### src/rtl/multicycle_main_ctrl.sv
// Main control FSM for the multicycle MIPS datapath: sequences fetch, decode,
// execute, memory and writeback, with memory-ready waits and trap handling.
module multicycle_main_ctrl #(
  parameter int unsigned OP_W        = 6,
  parameter int unsigned ALUOP_W     = 2,
  parameter bit          EN_JAL      = 1'b1,
  parameter int unsigned MEM_TIMEOUT = 15
) (
  input  logic               clk,
  input  logic               reset_n,
  input  logic [OP_W-1:0]    op,
  input  logic               mem_ready,
  output logic               iord,
  output logic               mem_wr,
  output logic               ir_wr,
  output logic               pc_wr,
  output logic               brnch,
  output logic [1:0]         reg_ds,
  output logic [1:0]         mem_reg,
  output logic               reg_wr,
  output logic               alu_src_a,
  output logic [1:0]         alu_src_b,
  output logic [1:0]         pc_src,
  output logic [ALUOP_W-1:0] alu_op,
  output logic               trap,
  output logic [3:0]         state_dbg
);

  localparam int unsigned CNT_W = 4;

  localparam logic [3:0] S_FETCH  = 4'd0;
  localparam logic [3:0] S_DECODE = 4'd1;
  localparam logic [3:0] S_MEMADR = 4'd2;
  localparam logic [3:0] S_MEMRD  = 4'd3;
  localparam logic [3:0] S_MEMWB  = 4'd4;
  localparam logic [3:0] S_MEMWR  = 4'd5;
  localparam logic [3:0] S_EXEC   = 4'd6;
  localparam logic [3:0] S_ALUWB  = 4'd7;
  localparam logic [3:0] S_BRANCH = 4'd8;
  localparam logic [3:0] S_ADDIEX = 4'd9;
  localparam logic [3:0] S_ADDIWB = 4'd10;
  localparam logic [3:0] S_JUMP   = 4'd11;
  localparam logic [3:0] S_JAL    = 4'd12;
  localparam logic [3:0] S_TRAP   = 4'd13;

  localparam logic [OP_W-1:0] OP_RTYPE = OP_W'(6'b000000);
  localparam logic [OP_W-1:0] OP_LW    = OP_W'(6'b100011);
  localparam logic [OP_W-1:0] OP_SW    = OP_W'(6'b101011);
  localparam logic [OP_W-1:0] OP_BEQ   = OP_W'(6'b000100);
  localparam logic [OP_W-1:0] OP_ADDI  = OP_W'(6'b001000);
  localparam logic [OP_W-1:0] OP_J     = OP_W'(6'b000010);
  localparam logic [OP_W-1:0] OP_JAL   = OP_W'(6'b000011);

  localparam logic [ALUOP_W-1:0] ALU_ADD   = ALUOP_W'(2'b00);
  localparam logic [ALUOP_W-1:0] ALU_SUB   = ALUOP_W'(2'b01);
  localparam logic [ALUOP_W-1:0] ALU_FUNCT = ALUOP_W'(2'b10);

  localparam logic [CNT_W-1:0] CNT_LAST = CNT_W'(MEM_TIMEOUT - 1);

  logic [3:0]       state_q, state_d;
  logic [CNT_W-1:0] cnt_q, cnt_d;
  logic             wait_expired;

  // Trap on the cycle that would complete MEM_TIMEOUT cycles of waiting.
  assign wait_expired = (cnt_q == CNT_LAST) && !mem_ready;

  always_ff @(posedge clk) begin
    if (!reset_n) begin
      state_q <= S_FETCH;
      cnt_q   <= '0;
    end else begin
      state_q <= state_d;
      cnt_q   <= cnt_d;
    end
  end

  // Next-state and wait counter.
  always_comb begin
    state_d = state_q;
    case (state_q)
      S_FETCH: begin
        if (mem_ready)         state_d = S_DECODE;
        else if (wait_expired) state_d = S_TRAP;
      end
      S_DECODE: begin
        case (op)
          OP_RTYPE:      state_d = S_EXEC;
          OP_LW, OP_SW:  state_d = S_MEMADR;
          OP_BEQ:        state_d = S_BRANCH;
          OP_ADDI:       state_d = S_ADDIEX;
          OP_J:          state_d = S_JUMP;
          OP_JAL:        state_d = EN_JAL ? S_JAL : S_TRAP;
          default:       state_d = S_TRAP;
        endcase
      end
      S_MEMADR: state_d = (op == OP_LW) ? S_MEMRD : S_MEMWR;
      S_MEMRD: begin
        if (mem_ready)         state_d = S_MEMWB;
        else if (wait_expired) state_d = S_TRAP;
      end
      S_MEMWR: begin
        if (mem_ready)         state_d = S_FETCH;
        else if (wait_expired) state_d = S_TRAP;
      end
      S_EXEC:   state_d = S_ALUWB;
      S_ADDIEX: state_d = S_ADDIWB;
      default:  state_d = S_FETCH;
    endcase
    cnt_d = (state_d != state_q) ? '0 : cnt_q + CNT_W'(1);
  end

  // Moore output decode; only FETCH's load strobes look at mem_ready.
  always_comb begin
    iord      = 1'b0;
    mem_wr    = 1'b0;
    ir_wr     = 1'b0;
    pc_wr     = 1'b0;
    brnch     = 1'b0;
    reg_ds    = 2'b00;
    mem_reg   = 2'b00;
    reg_wr    = 1'b0;
    alu_src_a = 1'b0;
    alu_src_b = 2'b00;
    pc_src    = 2'b00;
    alu_op    = ALU_ADD;
    trap      = 1'b0;
    case (state_q)
      S_FETCH: begin
        ir_wr     = mem_ready;
        pc_wr     = mem_ready;
        alu_src_b = 2'b01;
      end
      S_DECODE: alu_src_b = 2'b11;
      S_MEMADR: begin
        alu_src_a = 1'b1;
        alu_src_b = 2'b10;
      end
      S_MEMRD: iord = 1'b1;
      S_MEMWB: begin
        reg_wr  = 1'b1;
        mem_reg = 2'b01;
      end
      S_MEMWR: begin
        iord   = 1'b1;
        mem_wr = 1'b1;
      end
      S_EXEC: begin
        alu_src_a = 1'b1;
        alu_op    = ALU_FUNCT;
      end
      S_ALUWB: begin
        reg_wr = 1'b1;
        reg_ds = 2'b01;
      end
      S_BRANCH: begin
        alu_src_a = 1'b1;
        alu_op    = ALU_SUB;
        brnch     = 1'b1;
        pc_src    = 2'b01;
      end
      S_ADDIEX: begin
        alu_src_a = 1'b1;
        alu_src_b = 2'b10;
      end
      S_ADDIWB: reg_wr = 1'b1;
      S_JUMP: begin
        pc_wr  = 1'b1;
        pc_src = 2'b10;
      end
      // PC already holds PC+4 here, so it is the link value.
      S_JAL: begin
        reg_wr  = 1'b1;
        reg_ds  = 2'b10;
        mem_reg = 2'b10;
        pc_wr   = 1'b1;
        pc_src  = 2'b10;
      end
      S_TRAP: trap = 1'b1;
      default: ;
    endcase
  end

  assign state_dbg = state_q;

endmodule
### config.mk
export PLATFORM = sky130hd
export DESIGN_NAME = multicycle_main_ctrl
export DESIGN_NICKNAME = d
export VERILOG_FILES = /design/src/rtl/multicycle_main_ctrl.sv
export SDC_FILE = /design/constraint.sdc
export NUM_CORES = 1
export LEC_CHECK = 0
export CAP_MARGIN = 30
export CORE_UTILIZATION = 45
export CTS_CLUSTER_DIAMETER = 60
export CTS_CLUSTER_SIZE = 10
export DETAILED_ROUTE_END_ITERATION = 8
export PLACE_DENSITY_LB_ADDON = 0.2
export SYNTH_ARGS = -nofsm -noshare
export SYNTH_HDL_FRONTEND = slang
export SYNTH_SLANG_ARGS = --single-unit
### constraint.sdc
create_clock -name clk -period 2.2 [get_ports clk]
set_input_delay 0.33 -clock clk [delete_from_list [all_inputs] [get_ports clk]]
set_output_delay 0.33 -clock clk [all_outputs]
set_load 0.005 [all_outputs]
# Word-level counts from Yosys, hierarchy flattened
# Index checks and enable logic that the tools add are counted.
[word_totals] register_bits=8 latchBits=0 ramBits=0 rom_bits=0 out_inout_bits=22 word_cells=56 memories=0
[classes] add_sub_neg=1 mul=0 n_div=0 n_lt_le_gt_ge=0 n_eq_ne=21 n_shift=0 muxes=20 n_bitwise=1 reduce_logical=11
[ops] op="== test 4 bit, second input constant" n=7
[ops] op="case mux 4 bit (7 select lines)" n=1
[ops] op="case mux 4 bit (6 select lines)" n=1
[ops] op="== test 4 x 3 -> 1 bit, second input constant" n=4
[ops] op="2-to-1 mux 4 bit" n=4
[ops] op="case mux 2 bit (2 select lines)" n=4
[ops] op="== test 6 x 2 -> 1 bit, second input constant" n=2
[ops] op="== test 6 bit, second input constant" n=2
[ops] op="OR reduction 2 bit" n=5
[ops] op="== test 4 x 2 -> 1 bit, second input constant" n=2
[ops] op="OR reduction 4 bit" n=2
[ops] op="2-to-1 mux 1 bit" n=7
[ops] op="== test 6 x 3 -> 1 bit, second input constant" n=1
[ops] op="== test 6 x 4 -> 1 bit, second input constant" n=1
[ops] op="logical NOT 6 bit" n=1
[ops] op="case mux 2 bit (3 select lines)" n=1
[ops] op="adder 4 x 1 -> 4 bit, second input constant" n=1
[ops] op="== test 4 x 1 -> 1 bit, second input constant" n=1
[ops] op="logical NOT 4 bit" n=1
[ops] op="!= test 4 bit" n=1
[ops] op="2-to-1 mux 3 bit" n=1
[ops] op="case mux 1 bit (2 select lines)" n=1
[ops] op="logical AND 1 bit" n=1
[ops] op="logical NOT 1 bit" n=1
[ops] op="NOT 1 bit" n=1

# Logic depth before layout (Yosys ltp)
[depth] depth_word=7 ltp_mapped=8

# Worst setup path after synthesis
# OpenSTA, ideal clock, no wires.
[synth_path] kind="reg2reg" start="reg cnt_q[0]" end="reg cnt_q[3]" setup_ns=0.118 arrival_ns=1.645 required_ns=2.082 setup_slack_ns=0.437 stages_incl_launch_ff=9 n_path_buf=0 period_less_slack_ns=1.763 cell_sequence="dfxtp_1 inv_1 ha_1 a311oi_2 a21oi_1 a211o_1 or2_2 nand4_2 nor3_1"
[synth_between] elab_chain_cells=7 elab_cells_between_ends=10 classes_between="add/sub (1); eq/ne (2); mux (5); reduce/logical (2)"
[synth_lines] item="start, declared" line="61" rtl="logic [CNT_W-1:0] cnt_q, cnt_d;"
[synth_lines] item="start signal, assigned" line="73" rtl="cnt_q <= cnt_d;"
[synth_lines] item="== test 4 bit" line="65" rtl="assign wait_expired = (cnt_q == CNT_LAST) && !mem_ready;"
[synth_lines] item="logical AND 1 bit" line="65"
[synth_lines] item="2-to-1 mux 4 bit" line="83, 99, 103"
[synth_lines] item="2-to-1 mux 4 bit (on tied branches)" line="102, 82, 98"
[synth_lines] item="case mux 4 bit (7 select lines)" line="80" rtl="case (state_q)"
[synth_lines] item="!= test 4 bit" line="109" rtl="cnt_d = (state_d != state_q) ? '0 : cnt_q + CNT_W'(1);"
[synth_lines] item="OR reduction 2 bit (no line)"
# Several ways; a longest one is shown, not always the timed one.
# A chain may end at the register's enable or synchronous reset.

# Worst setup path after layout
[layout_path] start="reg state_q[0], in the netlist state_dbg[0]" end="out alu_src_a"
[layout_between] elab_chain_cells=3 elab_cells_between_ends=6 classes_between="eq/ne (4); mux (1); reduce/logical (1)"
[layout_lines] item="start, declared" line="60" rtl="logic [3:0] state_q, state_d;"
[layout_lines] item="start signal, assigned" line="72" rtl="state_q <= state_d;"
[layout_lines] item="== test 4 bit, or another cell as far along" line="127" rtl="case (state_q)"
[layout_lines] item="OR reduction 4 bit (no line) (*)"
[layout_lines] item="2-to-1 mux 1 bit (*)" line="127"
[layout_lines] item="end, declared" line="21" rtl="output logic alu_src_a,"
# Mark *: on every way between the ends. The rest lies on a longest branch, timed or not.

==> impl_metrics.csv <==
group,metric,value,unit
power,power_leakage,0.478,nW
power,p_sw_share,39.9,%
worst_setup_path,start_kind,"register",
logic_synthesis,synth-async-reset-ratio,0,%
logic_synthesis,syn-num-nets,129,
timing,period_share,96.3,%
drt,vias_per_cell,5.67,
place,place_congestion,0.966,
global_routing,grt_pass1_vias,877,
place,hpwl,1.91,mm
clocking,clock_path_buffers,2,
timing,max_freq,472,MHz
worst_setup_path,crit_end,"alu_src_a",
job,drv_cap,0,
die,die_x,46.5,µm
timing,fin_setup_tns,0,ns
power,internal_power,0.000549,W
timing,setup_viol,0,
final_layout,fill_cells,160,
drt,dr.pass1.iters,4,
logic_synthesis,synth_top_area_cell,"dfxtp_1",
drt,drc,0,
timing,finalCriticalPeriod,2.12,ns
die,rows,15,
drt,drt_iter0_markers,27,
timing,clock_skew,0.00430,ns
drt,detail-route-antenna-nets,0,
place,dp.cells,173,
drt,vias,998,
worst_setup_path,critical_path.endpoint_type,"output port",
final_layout,seq_area,164,µm²
logic_synthesis,yosysUniqueCellTypes,46,
die,initial_core_util,50.0,%
run_status,status,"completed",
worst_setup_path,crit_fanout,8,
worst_setup_path,setup.worst_path.start,"state_dbg[0]$_SDFF_PN0_",
clocking,postCtsSetupRepairBufs,0,
worst_setup_path,crit_required,1.87,ns
global_routing,grt_overflow_total,0,
die,dieArea,0.00216,mm²
final_layout,drive_gt1_share,17.2,%
worst_setup_path,worstSetupPathType,"reg2out",
timing,slew_headroom,72.3,%
logic_synthesis,synthTopCellsByArea,"dfxtp_1 (18%), buf_6 (7.6%), nor2_1 (6.3%), nor3_1 (6.2%), o21ai_0 (3.9%)",
power,clkPwrFrac,11.6,%
final_layout,area_growth,38.9,%
logic_synthesis,syn_avg_cell_area,7.56,µm²
clocking,clk_latency,0.25,ns
power,power_density,738,mW/mm²
clocking,cts_made_buffers,3,
global_routing,grt_max_degree,12,
logic_synthesis,synth-edff-count,0,
final_layout,num_antenna_cells,0,
clocking,tritoncts,"built",
clocking,htreeDepth,1,
clocking,cts_sinks,8,
drt,routedWlPerCell,13.3,µm
logic_synthesis,synth_top_area_share,18.0,%
final_layout,stdcell_area,0.00124,mm²
worst_setup_path,reg2reg_slack,0.28,ns
die,coreArea,0.00178,mm²
timing,rsz0062_at_grt,"no",
clocking,cts.reportedPaths.clkPinSlew,0.05,ns
place,post_dp_cell_area,0.00120,mm²
power,net-switching-power,0.000365,W
power,seqPwrFrac,22.9,%
place,portBuffers,30,
drt,drt_wl_total,2.34,mm
worst_hold_path,worstHoldPathCells,1,
logic_synthesis,netlist_instances,118,
global_routing,grtUsageTotal,24.8,%
power,p_total,0.000914,W
power,combPwrFrac,65.5,%
worst_setup_path,r2r_cells,8,
power,irDropWorstVdd,0.000543,V
die,die_h,46.5,µm
logic_synthesis,syn_area,892,µm²
logic_synthesis,synth-seq-cells,8,
final_layout,multi_input_area,618,µm²
clocking,cts-root-buf,"clkbuf_4",
logic_synthesis,ys_seq_area_share,18.0,%
final_layout,layout.cells.non_filler,176,
timing,slew_viol_final,0,
worst_setup_path,rr_startpoint,"cnt_q[0]$_SDFF_PP0_",
worst_setup_path,r2r-end,"cnt_q[1]$_SDFF_PP0_",
worst_setup_path,cp.arrival,1.79,ns
timing,hold_viol,0,
die,io_pins,31,
logic_synthesis,ys.warnings.count,0,
worst_hold_path,hp-class,"reg2reg",
global_routing,grt_pass1_wl,3.79,mm
logic_synthesis,synth_flop_cell,"dfxtp_1",
final_layout,final_nets,164,
timing,max_slew.worst_pin.slew,0.405,ns
global_routing,antenna_found_initial,0,
## worst min path at each step
stage | start | to | slack [ns]
final | cnt_q[0]$_SDFF_PP0_ | cnt_q[0]$_SDFF_PP0_ | 0.48
after global routing | cnt_q[0]$_SDFF_PP0_ | cnt_q[0]$_SDFF_PP0_ | 0.51
after CTS | cnt_q[0]$_SDFF_PP0_ | cnt_q[0]$_SDFF_PP0_ | 0.49
after detailed placement | cnt_q[0]$_SDFF_PP0_ | cnt_q[0]$_SDFF_PP0_ | 0.48
after global placement | cnt_q[0]$_SDFF_PP0_ | cnt_q[0]$_SDFF_PP0_ | 0.47
after floorplan | reset_n | state_dbg[3]$_SDFF_PN0_ | 0.45
## synth_stat cells (2+ instances only)
cell type  instances
o21ai_0            7
buf_6              6
nand2b_1           2
a31oi_1            2
nand3_1            3
buf_4              4
o211ai_1           2
inv_1              4
dfxtp_1            8
ha_1               2
a2111oi_0          2
nor4_1             2
and3_1             2
nor3_1            11
nor2b_1            2
or2_2              2
a21oi_1            4
o31ai_1            2
xnor2_1            3
nor2_1            15
nand2_1            7
and2_1             2
## cell families (layout without fill, tap and decap cells)
| logic type | after synthesis | after routing | synth area share (%) |
|---|---|---|---|
| AOI/OAI and AO/OA | 30 | 30 | 24.1 |
| xor gates and xnor gates | 4 | 4 | 3.93 |
| adders and majority gates | 2 | 2 | 2.80 |
| buffers and inverters | 15 | 48 | 13.0 |
| DFF | 8 | 8 | 18.0 |
| and+or+nand+nor | 59 | 59 | 38.1 |
## worst max-delay path: stages (launching register included)
cell,delay [ns]
dfxtp_2,0.36
buf_4,0.15
or3b_4,0.39
o21ai_0,0.10
clkdlybuf4s50_1,0.54
## power groups by stage
stage	clock network, W	logic (W)	registers (W)
6_report	0.000106	0.000599	0.000209
5_1_grt	0.000118	0.000668	0.000213
4_1_cts	0.000112	0.000604	0.000208
3_5_place_dp	0	0.000602	0.000209
3_3_place_gp	0	0.000591	0.000208
2_1_floorplan	0	0.000402	0.000198
## sequential cells by signal, summed over array words and instances (netlist names)
name and cells:
cnt_q 4, state_dbg 4
## final cells by class
type	count	area share (%)
Multi-Input combinational cell	95	49.9
Timing Repair Buffer	41	31.3
Sequential cell	8	13.2
Tap cell	25	2.53
Clock buffer	3	1.82
Inverter	4	1.21
## through the flow
| step | worst slack [ns] | hold slack [ns] | util [%] |
|---|---|---|---|
| floorplan | 0.437 | 0.448 | - |
| global placement | 0.0253 | 0.465 | 67.6 |
| detailed placement | -0.0237 | 0.476 | 67.6 |
| CTS | 0.0190 | 0.485 | 68.9 |
| global route | 0.00428 | 0.514 | 69.5 |
| finish | 0.0824 | 0.478 | 69.5 |
## timing repair
| item | CTS | global route |
|---|---|---|
| gates resized for setup | 1 | 5 |
| pin swaps | 0 | 0 |
| hold buffers | 0 | 0 |
| setup endpoints to repair | 2 | 6 |
## cell usage in the layout, fill, tap and decap left out, types with 2 or more instances in the layout
cell,synthesis,layout
ha_1,2,2
o31ai_1,2,2
nor4_1,2,2
a21oi_1,4,4
buf_4,4,11
and3_1,2,2
xnor2_1,3,3
dfxtp_2,0,3
nor3_1,11,11
nor2b_1,2,2
inv_1,4,4
a31oi_1,2,2
dfxtp_1,8,5
nand2_1,7,7
o211ai_1,2,2
clkbuf_4,0,3
nand3_1,3,3
clkdlybuf4s50_1,0,28
nand2b_1,2,2
a2111oi_0,2,2
or2_2,2,2
and2_1,2,2
o21ai_0,7,7
nor2_1,15,15
dlymetal6s2s_1,0,2
## per-layer routing
metal  GRT usage, %  up-vias  wire, µm  share of wire, %
li1               -      504         -                 -
met5              0        -         0                 0
met2           40.8       38      1190                51
met3           4.71        4       149               6.4
met1           30.1      452       973                42
met4           12.9        0        25               1.1
(Power assumes the default switching activity.)
